### src/rtl/matmul_sequencer_pkg.sv
// ----------------------------------------------------------------------------
// matmul_sequencer_pkg
// Shared definitions for the matrix-multiply sequencer: the controller state
// encoding and the fixed memory-layout offsets of the job header and of the
// A operand matrix.
// ----------------------------------------------------------------------------
package matmul_sequencer_pkg;

   typedef enum logic [2:0] {
      S_IDLE,
      S_HDR,
      S_SETUP,
      S_CHECK,
      S_ISSUE,
      S_WAIT_RES,
      S_WRITE,
      S_DONE
   } state_t;

   // Header words live at the bottom of memory; A follows immediately.
   localparam int HDR_M  = 0;
   localparam int HDR_N  = 1;
   localparam int HDR_P  = 2;
   localparam int A_BASE = 3;

endpackage

### src/rtl/matmul_sequencer_addr_gen.sv
// ----------------------------------------------------------------------------
// matmul_addr_gen
// Loop counters and address pointers for one C = A x B job.
//   i_load      : restart at i = j = k = 0, arow = A_BASE, bptr = i_bBase,
//                 cptr = i_cBase
//   i_stepK     : one operand pair issued (k++, bptr += P)
//   i_stepJ     : one C element written (cptr++, advance j / i)
//   i_m/i_n/i_p : matrix dimensions
//   i_bBase     : first B address, i_cBase : first C address
//   o_addrA     : arow + k, o_addrB : bptr, o_addrC : cptr
//   o_kFirst / o_kLast : current pair is first / last of a dot product
//   o_lastElem  : the current (i, j) is the final C element
// ----------------------------------------------------------------------------
module matmul_addr_gen
   import matmul_sequencer_pkg::*;
#(
   parameter int ADDR_WIDTH  = 12,
   parameter int MAX_LEN_LOG = 7
) (
   input  logic                   clk,
   input  logic                   reset,
   input  logic                   i_load,
   input  logic                   i_stepK,
   input  logic                   i_stepJ,
   input  logic [MAX_LEN_LOG-1:0] i_m,
   input  logic [MAX_LEN_LOG-1:0] i_n,
   input  logic [MAX_LEN_LOG-1:0] i_p,
   input  logic [ADDR_WIDTH-1:0]  i_bBase,
   input  logic [ADDR_WIDTH-1:0]  i_cBase,
   output logic [ADDR_WIDTH-1:0]  o_addrA,
   output logic [ADDR_WIDTH-1:0]  o_addrB,
   output logic [ADDR_WIDTH-1:0]  o_addrC,
   output logic                   o_kFirst,
   output logic                   o_kLast,
   output logic                   o_lastElem
);

   logic [MAX_LEN_LOG-1:0] r_i;
   logic [MAX_LEN_LOG-1:0] r_j;
   logic [MAX_LEN_LOG-1:0] r_k;
   logic [ADDR_WIDTH-1:0]  r_arow;
   logic [ADDR_WIDTH-1:0]  r_bcol;
   logic [ADDR_WIDTH-1:0]  r_bptr;
   logic [ADDR_WIDTH-1:0]  r_cptr;

   logic [ADDR_WIDTH-1:0]  w_nExt;
   logic [ADDR_WIDTH-1:0]  w_pExt;
   logic [MAX_LEN_LOG-1:0] w_mMinus1;
   logic [MAX_LEN_LOG-1:0] w_nMinus1;
   logic [MAX_LEN_LOG-1:0] w_pMinus1;

   assign w_nExt    = ADDR_WIDTH'(i_n);
   assign w_pExt    = ADDR_WIDTH'(i_p);
   assign w_mMinus1 = i_m - MAX_LEN_LOG'(1);
   assign w_nMinus1 = i_n - MAX_LEN_LOG'(1);
   assign w_pMinus1 = i_p - MAX_LEN_LOG'(1);

   assign o_addrA    = r_arow + ADDR_WIDTH'(r_k);
   assign o_addrB    = r_bptr;
   assign o_addrC    = r_cptr;
   assign o_kFirst   = (r_k == '0);
   assign o_kLast    = (r_k == w_nMinus1);
   assign o_lastElem = (r_i == w_mMinus1) && (r_j == w_pMinus1);

   // r_bcol remembers BB + j so bptr can be rewound to the top of the next
   // B column without a multiply once a dot product finishes.
   always_ff @(posedge clk or negedge reset) begin
      if (!reset) begin
         r_i    <= '0;
         r_j    <= '0;
         r_k    <= '0;
         r_arow <= '0;
         r_bcol <= '0;
         r_bptr <= '0;
         r_cptr <= '0;
      end else if (i_load) begin
         r_i    <= '0;
         r_j    <= '0;
         r_k    <= '0;
         r_arow <= ADDR_WIDTH'(A_BASE);
         r_bcol <= i_bBase;
         r_bptr <= i_bBase;
         r_cptr <= i_cBase;
      end else begin
         if (i_stepK) begin
            r_k    <= r_k + MAX_LEN_LOG'(1);
            r_bptr <= r_bptr + w_pExt;
         end
         if (i_stepJ) begin
            r_k    <= '0;
            r_cptr <= r_cptr + ADDR_WIDTH'(1);
            if (r_j == w_pMinus1) begin
               r_j    <= '0;
               r_i    <= r_i + MAX_LEN_LOG'(1);
               r_arow <= r_arow + w_nExt;
               r_bcol <= i_bBase;
               r_bptr <= i_bBase;
            end else begin
               r_j    <= r_j + MAX_LEN_LOG'(1);
               r_bcol <= r_bcol + ADDR_WIDTH'(1);
               r_bptr <= r_bcol + ADDR_WIDTH'(1);
            end
         end
      end
   end

endmodule

### src/rtl/matmul_sequencer.sv
// ----------------------------------------------------------------------------
// matmul_sequencer
// Runs one C = A x B job out of a shared dual-port memory: reads the M/N/P
// header, validates it, streams A/B operand pairs to an external MAC datapath
// and writes every C element back through port A.
//   clk, reset (active-low, async)    start / busy / done / error
//   mem_addr_a, mem_we_a, mem_data_a, mem_q_a : port A (header, A, C)
//   mem_addr_b, mem_we_b, mem_q_b             : port B (B reads only)
//   mac_valid/first/last, mac_op_a/b          : operand stream
//   mac_result, mac_result_ready              : completed dot product
// ----------------------------------------------------------------------------
module matmul_sequencer
   import matmul_sequencer_pkg::*;
#(
   parameter int DATA_WIDTH  = 32,
   parameter int ADDR_WIDTH  = 12,
   parameter int MAX_LEN     = 100,
   parameter int MAX_LEN_LOG = 7
) (
   input  logic                  clk,
   input  logic                  reset,
   input  logic                  start,
   output logic                  busy,
   output logic                  done,
   output logic                  error,
   output logic [ADDR_WIDTH-1:0] mem_addr_a,
   output logic [ADDR_WIDTH-1:0] mem_addr_b,
   output logic                  mem_we_a,
   output logic                  mem_we_b,
   output logic [DATA_WIDTH-1:0] mem_data_a,
   input  logic [DATA_WIDTH-1:0] mem_q_a,
   input  logic [DATA_WIDTH-1:0] mem_q_b,
   output logic                  mac_valid,
   output logic                  mac_first,
   output logic                  mac_last,
   output logic [DATA_WIDTH-1:0] mac_op_a,
   output logic [DATA_WIDTH-1:0] mac_op_b,
   input  logic [DATA_WIDTH-1:0] mac_result,
   input  logic                  mac_result_ready
);

   // Wide enough for 3 + 3*(2^MAX_LEN_LOG-1)^2 so the overflow test never
   // wraps, even for header values that are later rejected.
   localparam int EXT_W = (2*MAX_LEN_LOG + 2 > ADDR_WIDTH + 1) ?
                          2*MAX_LEN_LOG + 2 : ADDR_WIDTH + 1;
   localparam logic [EXT_W:0] ADDR_SPAN = (EXT_W+1)'(1) << ADDR_WIDTH;

   state_t                 r_state;
   state_t                 w_next;
   logic [1:0]             r_hdrCnt;
   logic [MAX_LEN_LOG-1:0] r_m;
   logic [MAX_LEN_LOG-1:0] r_n;
   logic [MAX_LEN_LOG-1:0] r_p;
   logic                   r_hdrBad;
   logic [MAX_LEN_LOG:0]   r_setupCnt;
   logic [EXT_W-1:0]       r_bb;
   logic [EXT_W-1:0]       r_np;
   logic [EXT_W-1:0]       r_mp;
   logic [DATA_WIDTH-1:0]  r_result;
   logic                   r_macValid;
   logic                   r_macFirst;
   logic                   r_macLast;
   logic                   r_error;

   logic                   w_upperBad;
   logic [MAX_LEN_LOG:0]   w_setupTotal;
   logic                   w_setupLast;
   logic [EXT_W-1:0]       w_nExt;
   logic [EXT_W-1:0]       w_pExt;
   logic [EXT_W-1:0]       w_cbWide;
   logic [EXT_W:0]         w_endWide;
   logic                   w_dimBad;
   logic                   w_bad;
   logic                   w_load;
   logic                   w_stepK;
   logic                   w_stepJ;
   logic [ADDR_WIDTH-1:0]  w_addrA;
   logic [ADDR_WIDTH-1:0]  w_addrB;
   logic [ADDR_WIDTH-1:0]  w_addrC;
   logic                   w_kFirst;
   logic                   w_kLast;
   logic                   w_lastElem;

   assign w_upperBad   = |mem_q_a[DATA_WIDTH-1:MAX_LEN_LOG];
   assign w_setupTotal = {1'b0, r_m} + {1'b0, r_n};
   assign w_setupLast  = (r_setupCnt + (MAX_LEN_LOG+1)'(1)) >= w_setupTotal;
   assign w_nExt       = EXT_W'(r_n);
   assign w_pExt       = EXT_W'(r_p);
   assign w_cbWide     = r_bb + r_np;
   assign w_endWide    = {1'b0, w_cbWide} + {1'b0, r_mp};
   assign w_dimBad     = r_hdrBad ||
                         (r_m == '0) || (r_n == '0) || (r_p == '0) ||
                         (r_m > MAX_LEN_LOG'(MAX_LEN)) ||
                         (r_n > MAX_LEN_LOG'(MAX_LEN)) ||
                         (r_p > MAX_LEN_LOG'(MAX_LEN));
   assign w_bad        = w_dimBad || (w_endWide > ADDR_SPAN);

   matmul_addr_gen #(
      .ADDR_WIDTH  (ADDR_WIDTH),
      .MAX_LEN_LOG (MAX_LEN_LOG)
   ) u_addrGen (
      .clk        (clk),
      .reset      (reset),
      .i_load     (w_load),
      .i_stepK    (w_stepK),
      .i_stepJ    (w_stepJ),
      .i_m        (r_m),
      .i_n        (r_n),
      .i_p        (r_p),
      .i_bBase    (r_bb[ADDR_WIDTH-1:0]),
      .i_cBase    (w_cbWide[ADDR_WIDTH-1:0]),
      .o_addrA    (w_addrA),
      .o_addrB    (w_addrB),
      .o_addrC    (w_addrC),
      .o_kFirst   (w_kFirst),
      .o_kLast    (w_kLast),
      .o_lastElem (w_lastElem)
   );

   always_ff @(posedge clk or negedge reset) begin
      if (!reset) r_state <= S_IDLE;
      else        r_state <= w_next;
   end

   always_comb begin
      w_next  = r_state;
      w_load  = 1'b0;
      w_stepK = 1'b0;
      w_stepJ = 1'b0;
      case (r_state)
         S_IDLE:     if (start) w_next = S_HDR;
         S_HDR:      if (r_hdrCnt == 2'd3) w_next = S_SETUP;
         S_SETUP:    if (w_setupLast) w_next = S_CHECK;
         S_CHECK: begin
            if (w_bad) begin
               w_next = S_IDLE;
            end else begin
               w_next = S_ISSUE;
               w_load = 1'b1;
            end
         end
         S_ISSUE: begin
            w_stepK = 1'b1;
            if (w_kLast) w_next = S_WAIT_RES;
         end
         S_WAIT_RES: if (mac_result_ready) w_next = S_WRITE;
         S_WRITE: begin
            w_stepJ = 1'b1;
            w_next  = w_lastElem ? S_DONE : S_ISSUE;
         end
         S_DONE:     w_next = S_IDLE;
         default:    w_next = S_IDLE;
      endcase
   end

   // Header words arrive one cycle after their address, so M/N/P are
   // captured at hdrCnt 1..3. SETUP first does M steps building BB (and M*P
   // for the overflow test), then N steps building N*P; CB = BB + N*P.
   always_ff @(posedge clk or negedge reset) begin
      if (!reset) begin
         r_hdrCnt   <= '0;
         r_m        <= '0;
         r_n        <= '0;
         r_p        <= '0;
         r_hdrBad   <= 1'b0;
         r_setupCnt <= '0;
         r_bb       <= '0;
         r_np       <= '0;
         r_mp       <= '0;
         r_result   <= '0;
      end else begin
         case (r_state)
            S_IDLE: r_hdrCnt <= '0;
            S_HDR: begin
               r_hdrCnt   <= r_hdrCnt + 2'd1;
               r_setupCnt <= '0;
               r_bb       <= EXT_W'(A_BASE);
               r_np       <= '0;
               r_mp       <= '0;
               case (r_hdrCnt)
                  2'd1: begin
                     r_m      <= mem_q_a[MAX_LEN_LOG-1:0];
                     r_hdrBad <= w_upperBad;
                  end
                  2'd2: begin
                     r_n      <= mem_q_a[MAX_LEN_LOG-1:0];
                     r_hdrBad <= r_hdrBad | w_upperBad;
                  end
                  2'd3: begin
                     r_p      <= mem_q_a[MAX_LEN_LOG-1:0];
                     r_hdrBad <= r_hdrBad | w_upperBad;
                  end
                  default: ;
               endcase
            end
            S_SETUP: begin
               r_setupCnt <= r_setupCnt + (MAX_LEN_LOG+1)'(1);
               if (r_setupCnt < {1'b0, r_m}) begin
                  r_bb <= r_bb + w_nExt;
                  r_mp <= r_mp + w_pExt;
               end else begin
                  r_np <= r_np + w_pExt;
               end
            end
            S_WAIT_RES: if (mac_result_ready) r_result <= mac_result;
            default: ;
         endcase
      end
   end

   // Read data returns one cycle after the address, so the pair flags are
   // delayed by one cycle to line up with mem_q_a / mem_q_b.
   always_ff @(posedge clk or negedge reset) begin
      if (!reset) begin
         r_macValid <= 1'b0;
         r_macFirst <= 1'b0;
         r_macLast  <= 1'b0;
         r_error    <= 1'b0;
      end else begin
         r_macValid <= (r_state == S_ISSUE);
         r_macFirst <= (r_state == S_ISSUE) && w_kFirst;
         r_macLast  <= (r_state == S_ISSUE) && w_kLast;
         r_error    <= (r_state == S_CHECK) && w_bad;
      end
   end

   always_comb begin
      mem_addr_a = '0;
      mem_addr_b = '0;
      mem_we_a   = 1'b0;
      mem_data_a = '0;
      case (r_state)
         S_HDR: begin
            if (r_hdrCnt != 2'd3)
               mem_addr_a = ADDR_WIDTH'(HDR_M) + ADDR_WIDTH'(r_hdrCnt);
         end
         S_ISSUE: begin
            mem_addr_a = w_addrA;
            mem_addr_b = w_addrB;
         end
         S_WRITE: begin
            mem_we_a   = 1'b1;
            mem_addr_a = w_addrC;
            mem_data_a = r_result;
         end
         default: ;
      endcase
   end

   // error is registered out of CHECK, so it lands in the first IDLE cycle
   // together with busy falling, just as done does in DONE.
   assign busy      = (r_state != S_IDLE) && (r_state != S_DONE);
   assign done      = (r_state == S_DONE);
   assign error     = r_error;
   assign mem_we_b  = 1'b0;
   assign mac_valid = r_macValid;
   assign mac_first = r_macFirst;
   assign mac_last  = r_macLast;
   assign mac_op_a  = r_macValid ? mem_q_a : '0;
   assign mac_op_b  = r_macValid ? mem_q_b : '0;

endmodule

### config.mk
export PLATFORM = sky130hd
export DESIGN_NAME = matmul_sequencer
export DESIGN_NICKNAME = d
export VERILOG_FILES = /design/src/rtl/matmul_sequencer_pkg.sv /design/src/rtl/matmul_sequencer_addr_gen.sv /design/src/rtl/matmul_sequencer.sv
export SDC_FILE = /design/constraint.sdc
export NUM_CORES = 1
export LEC_CHECK = 0
export ABC_AREA = 1
export BUFFER_PORTS_ARGS = -buffer_cell sky130_fd_sc_hd__buf_2
export CORE_UTILIZATION = 59
export DETAILED_ROUTE_END_ITERATION = 16
export PLACE_DENSITY = 0.82
export SYNTH_ARGS = -nofsm -noshare
export SYNTH_HDL_FRONTEND = slang
export SYNTH_HIERARCHICAL = 1
export SYNTH_SLANG_ARGS = --single-unit
### constraint.sdc
create_clock -name clk -period 6.03 [get_ports clk]
set_clock_uncertainty 0.1 [all_clocks]
set_input_delay 0.603 -clock clk [delete_from_list [all_inputs] [get_ports clk]]
set_output_delay 0.603 -clock clk [all_outputs]
set_load 0.02 [all_outputs]
==> flow_metrics.env, run 1 <==
export IMPL_synth_net_count=2412
export IMPL_wl_per_cell_um=16.5
export IMPL_worstMarginPinSlew_ns=0.989
export IMPL_die_h_um=162
export IMPL_swShare_pct=25.5
export IMPL_num_antenna_cells=0
export IMPL_post_route_drc_count=0
export IMPL_postRouteAntennaNets=0
export IMPL_rsz0062_at_grt="no"
export IMPL_period_needed_ns=5.34
export IMPL_crit_path_max_fanout=26
export IMPL_dp_cells=2709
export IMPL_cpMostUsedCell="nand2_1"
export IMPL_cp_arrival_ns=5.61
export IMPL_routed_via_count=15300
export IMPL_tns_ns=0
export IMPL_clkLatencyLatePin_ns=0.45
export IMPL_grt_util_all_layers_pct=35.0
export IMPL_min_period_over_period_pct=88.6
export IMPL_synth_edf_count=0
export IMPL_cpPeakStageDelay_ns=0.55
export IMPL_critPathCaptureType="flip-flop"
export IMPL_p_comb_share_pct=2.6
export IMPL_post_cts_buffers=0
export IMPL_dr_pass1_iters=6
export IMPL_cts_resized=0
export IMPL_p_seq_share_pct=50.9
export IMPL_boundaryPins=228
export IMPL_synth_distinct_cells=54
export IMPL_synth_area_top_cells="dfrtp_1 (31%), nand2_1 (14%), ha_1 (9.1%)"
export IMPL_hpwl_um=34200
export IMPL_yosysSeqAreaShare_pct=31.0
export IMPL_grt_remaining_overflow=0
export IMPL_leakagePower_nw=9.81
export IMPL_status="complete, no violations"
export IMPL_post_route_util_pct=68.1
export IMPL_grt_max_degree=71
export IMPL_worst_slack_ns=0.690
export IMPL_internal_power_mw=1.84
export IMPL_final_cell_mix="nand2_1 (553), inv_1 (333), nor2_1 (228)"
export IMPL_antenna_found_initial=0
export IMPL_ir_drop_v=0.000141
export IMPL_yosysTopAreaCell="dfrtp_1"
export IMPL_clock_sinks=188
export IMPL_power_switching_mw=0.633
export IMPL_power_density_nw_per_um2=144
export IMPL_clk_pin_slew_ns=0.08
export IMPL_synth_flop_cell="dfrtp_1"
export IMPL_fill_cells=2221
export IMPL_hold_class="in -> async"
export IMPL_critPathRequiredTime_ns=6.30
export IMPL_initial_core_util_pct=60.3
export IMPL_root_buffer="clkbuf_16"
export IMPL_slew_viol_final=0
export IMPL_worstSetupPathType="reg -> reg"
export IMPL_syn_area_um2=15200
export IMPL_synth_cells=2193
export IMPL_synth_ff_latch_count=188
export IMPL_numCtsBuffers=17
export IMPL_crit_path_start_kind="flip-flop"
export IMPL_pwr_share_clk_pct=46.5
export IMPL_cts_max_path_buffers=2
export IMPL_wl_um=45300
export IMPL_cap_violations=0
export IMPL_synth_top_area_share_pct=31.0
export IMPL_cts_tree="yes"
export IMPL_instances_no_fill=2741
export IMPL_drive_gt1_share_pct=13.9
export IMPL_final_common_cell="nand2_1"
export IMPL_cts_max_level=4
export IMPL_async_flop_share_pct=100
export IMPL_fp_dieW_um=162
export IMPL_port_buffers=226
export IMPL_gp_congestion=0.992
export IMPL_dp_worst_setup_slack_ns=0.834
export IMPL_synth_avg_cell_area_um2=6.92
export IMPL_nNetsFinal=2617
export IMPL_grt_pass1_wl_um=72200
export IMPL_syn_to_final_growth_pct=13.0
export IMPL_drtIter0Drc=1278
export IMPL_setup_viol=0
export IMPL_fmax_mhz=187
export IMPL_rows=58
export IMPL_grt_pass1_vias=14300
export IMPL_core_area_um2=25200
export IMPL_synth_warnings=6
export IMPL_vias_per_cell=5.58
export IMPL_finalHoldViolations=0
export IMPL_die_area_um2=26400
export IMPL_slowest_stage="nor2_2"
export IMPL_slew_headroom_pct=34.1
export IMPL_ctsHoldBuffers=0
-- final cells by class --
cell class,instances,area (um^2),area share (%)
tap,330,413,2.41
multi-input combinational,1611,8930,52.1
inverter,344,1290,7.53
clock inverter,15,169,0.985
clock buffer,17,425,2.48
sequential,188,4710,27.4
timing repair buffer,236,1210,7.08
-- power groups by stage --
stage | combinational (mW) | sequential (mW) | clock (mW)
floorplan | 0.00332 | 1.28 | 0
global placement | 0.0664 | 1.28 | 0
detailed placement | 0.0675 | 1.28 | 0
CTS | 0.0673 | 1.26 | 1.16
global route | 0.0745 | 1.26 | 1.22
finish | 0.0655 | 1.26 | 1.15
-- layer usage --
| metal | up-vias | share of wire [%] | wire (um) | GRT usage [%] |
|---|---|---|---|---|
| met2 | 651 | 47 | 21100 | 58.1 |
| met5 | - | 0 | 0 | 0 |
| met4 | 0 | 4.1 | 1850 | 15.4 |
| met1 | 7046 | 42 | 18800 | 45.0 |
| met3 | 109 | 7.8 | 3540 | 5.53 |
| li1 | 7487 | - | - | - |
-- final timing paths --
| check | slack [ns] | from | to | cells after the start |
|---|---|---|---|---|
| worst max-delay path | 0.69 | r_bb[0] | u_addrGen/o_addrB[4] | 29 |
| worst min-delay path | 0.02 | reset | u_addrGen/r_arow[5] | 1 |
| worst max register to register | 0.69 | r_bb[0] | u_addrGen/o_addrB[4] | 29 |
| worst min register to register | 0.39 | u_addrGen/r_arow[11] | u_addrGen/r_arow[11] | 2 |
| max in group asynchronous | 4.47 | reset | mac_valid | 2 |
| min in group clk | 0.30 | mac_result[12] | r_result[12] | 3 |
-- state kept, by name (all words and copies together) (netlist names) --
signal / cells
r_m: 7
mac_valid: 1
error: 1
r_n: 7
r_p: 7
r_result: 32
r_mp: 16
u_addrGen/r_i: 7
u_addrGen/r_bcol: 12
r_hdrBad: 1
u_addrGen/r_j: 7
r_np: 16
u_addrGen/r_k: 7
r_hdrCnt: 2
r_bb: 16
mac_last: 1
r_setupCnt: 8
u_addrGen/o_addrC: 12
u_addrGen/o_addrB: 12
u_addrGen/r_arow: 12
r_state: 3
mac_first: 1
-- worst max-delay path: cells and delay by family (launching register included) --
family	cells	cell delay, ns
DFF	1	0.40
xor gates and xnor gates	1	0.29
adders and majority gates	3	0.93
buffers and inverters	4	0.50
AOI/OAI and AO/OA	4	0.79
and+or+nand+nor	17	2.23
-- kinds of logic after synthesis --
group / count (synthesis) / share of synthesized area [%]
compound gates: 336 / 13.0
fa+ha+maj: 119 / 10.3
simple gates: 1053 / 29.7
flops: 188 / 31.0
xor+xnor: 102 / 5.89
other cells: 1 / 0.0247
buf+inv: 394 / 10.2
-- stage by stage --
stage	area [um^2]	hold WS [ns]	total power [mW]
finish	17100	0.0178	2.48
global route	17100	0.0647	2.55
CTS	17100	0.0574	2.49
detailed placement	16600	0.374	1.35
global placement	16600	0.371	1.35
floorplan	15200	0.207	1.29
-- synth_stat cells, types with 2 or more instances --
cell type	instances
xor2_1	73
a22oi_1	6
nor2_1	228
a21oi_2	3
a22o_1	13
a21oi_1	118
nor2_2	11
o31ai_2	3
a31oi_1	6
dfrtp_1	188
nor4_1	14
nand2_2	14
nand3b_1	9
buf_2	14
nand2_4	4
o21ai_2	2
nor2_4	2
fa_1	9
o211ai_1	18
inv_2	10
o22a_1	2
o22ai_1	5
xnor2_1	29
o21ai_0	98
nand3_1	140
nor3_1	28
o21bai_1	6
o31ai_1	16
o221ai_1	4
nand2_1	553
buf_4	3
clkbuf_1	27
a21o_1	7
buf_6	5
o21ai_1	23
nand3_2	3
inv_1	333
or2_2	8
nand4_1	34
ha_1	110
No activity file was read; power rests on OpenSTA's default activity.
==> run 2, diff against run 1 <==
Settings changed: BUFFER_PORTS_ARGS -buffer_cell sky130_fd_sc_hd__buf_2 to -buffer_cell sky130_fd_sc_hd__clkbuf_2, CAP_MARGIN from default to 20.
==> run 2 against run 1 <==
Net effect:
- non-clock buffer count is the same
- register-to-register slack lost 0.16 ns
- cell area shrank 0.14%
- sequential power is essentially flat
- clock power is essentially flat
- combinational power grew 0.6%
- die area is the same
- wire length is essentially flat
- cell count is the same
- sequential share of layout area is essentially flat
- via count grew 1.4%
- critical path type unchanged
==> flow_metrics.env, run 2 (synthesized netlist as in run 1, its figures left out) <==
export IMPL_status="complete, no violations"
export IMPL_boundaryPins=228
export IMPL_drive_gt1_share_pct=13.8
export IMPL_port_buffers=226
export IMPL_slew_headroom_pct=34.5
export IMPL_cts_tree="yes"
export IMPL_wl_um=45300
export IMPL_vias_per_cell=5.66
export IMPL_initial_core_util_pct=60.3
export IMPL_cpPeakStageDelay_ns=0.52
export IMPL_dr_pass1_iters=6
export IMPL_grt_remaining_overflow=0
export IMPL_numCtsBuffers=17
export IMPL_drtIter0Drc=1461
export IMPL_postRouteAntennaNets=0
export IMPL_fill_cells=2156
export IMPL_critPathCaptureType="flip-flop"
export IMPL_slowest_stage="nor2_2"
export IMPL_final_common_cell="nand2_1"
export IMPL_crit_path_max_fanout=26
export IMPL_rows=58
export IMPL_max_flop_register="r_result"
export IMPL_nNetsFinal=2617
export IMPL_hold_class="in -> async"
export IMPL_rsz0062_at_grt="no"
export IMPL_tns_ns=0
export IMPL_final_cell_mix="nand2_1 (553), inv_1 (333), nor2_1 (228)"
export IMPL_placed_area_um2=16500
export IMPL_period_needed_ns=5.50
export IMPL_leakagePower_nw=9.69
export IMPL_gp_congestion=0.977
export IMPL_die_h_um=162
export IMPL_worstMarginPinSlew_ns=0.981
export IMPL_whs_ns=0.0477
export IMPL_fmax_mhz=182
export IMPL_finalPower_mw=2.44
export IMPL_post_route_drc_count=0
export IMPL_clkLatencyLatePin_ns=0.44
export IMPL_grt_max_degree=72
export IMPL_hpwl_um=34000
export IMPL_instances_no_fill=2741
export IMPL_syn_to_final_growth_pct=12.9
export IMPL_cpMostUsedCell="nand2_1"
export IMPL_die_area_um2=26400
export IMPL_clock_sinks=188
export IMPL_core_area_um2=25200
export IMPL_cap_violations=0
export IMPL_grt_pass1_wl_um=70700
export IMPL_critPathRequiredTime_ns=6.32
export IMPL_cts_resized=0
export IMPL_ir_drop_v=0.000164
export IMPL_crit_path_start_kind="flip-flop"
export IMPL_antenna_found_initial=0
export IMPL_num_antenna_cells=0
export IMPL_cp_arrival_ns=5.79
export IMPL_design_area_um2=17100
export IMPL_finalHoldViolations=0
export IMPL_min_period_over_period_pct=91.2
export IMPL_root_buffer="clkbuf_16"
export IMPL_post_cts_buffers=0
export IMPL_wl_per_cell_um=16.5
export IMPL_worstSetupPathType="reg -> reg"
export IMPL_clk_pin_slew_ns=0.08
export IMPL_power_density_nw_per_um2=143
export IMPL_ctsHoldBuffers=0
export IMPL_largest_reg_flops=32
export IMPL_grt_pass1_vias=14200
export IMPL_slew_viol_final=0
export IMPL_setup_viol=0
export IMPL_routed_via_count=15500
export IMPL_fp_dieW_um=162
export IMPL_grt_util_all_layers_pct=34.4
export IMPL_cts_max_level=4
export IMPL_cts_max_path_buffers=2
export IMPL_dp_cells=2708
-- run 2: cell types whose count changed in the layout (fill, tap and decap cells not counted), moves of 2 or more --
cell and delta:
buf_2 -225, clkbuf_1 +2, clkbuf_2 +225, clkinv_4 +2, clkinv_8 -3, clkinvlp_4 +2, inv_6 -2
-- run 2: layout make-up --
cell class	instances	area, um^2	area share (%)
multi-input cells	1611	8930	52.1
flip-flops and latches	188	4710	27.5
inverters	344	1290	7.54
repair buffers	236	1220	7.14
clock buffers	19	433	2.53
well taps	330	413	2.41
clock inverters	13	130	0.760
-- run 2: per-layer routing --
metal  vias up  track usage [%]  routed length, um  part of all wire (%)
met2       771             57.2              21000                    46
met1      7105             43.2              18200                    40
met4         0             16.0               2000                   4.4
met3       133             6.57               4140                   9.1
met5         -                0                  0                     0
li1       7492                -                  -                     -
-- run 2: where the power goes --
part / switching, mW / leakage (nW) / internal, mW
clock: 0.569 / 0.266 / 0.549
sequential: 0 / 2.25 / 1.26
combinational: 0.0413 / 7.17 / 0.0247
-- run 2: final timing paths --
kind / from / end / slack, ns / cells past startpoint
setup reg to reg: r_bb[0] / u_addrGen/o_addrB[2] / 0.53 / 31
hold reg to reg: u_addrGen/r_arow[11] / u_addrGen/r_arow[11] / 0.39 / 2
hold / removal: reset / mac_last / 0.05 / 1
setup / recovery: r_bb[0] / u_addrGen/o_addrB[2] / 0.53 / 31
min in group clk: mac_result[4] / r_result[4] / 0.31 / 3
max in group asynchronous: reset / mac_valid / 4.52 / 2
-- run 2: worst max-delay path: cells and delay by family (launching register included) --
kind	cells	cell delay (ns)
compound gates	3	0.51
xor+xnor	1	0.17
fa+ha+maj	3	1.00
buf+inv	4	0.43
flops	1	0.40
simple gates	20	2.78
-- run 2: through the flow --
stage | utilization (%) | setup slack (ns)
after floorplan | - | 1.60
after global placement | 65.7 | 0.384
after detailed placement | 65.7 | 0.153
after CTS | 67.9 | 0.130
after global routing | 68.0 | 0.157
final | 68.0 | 0.530
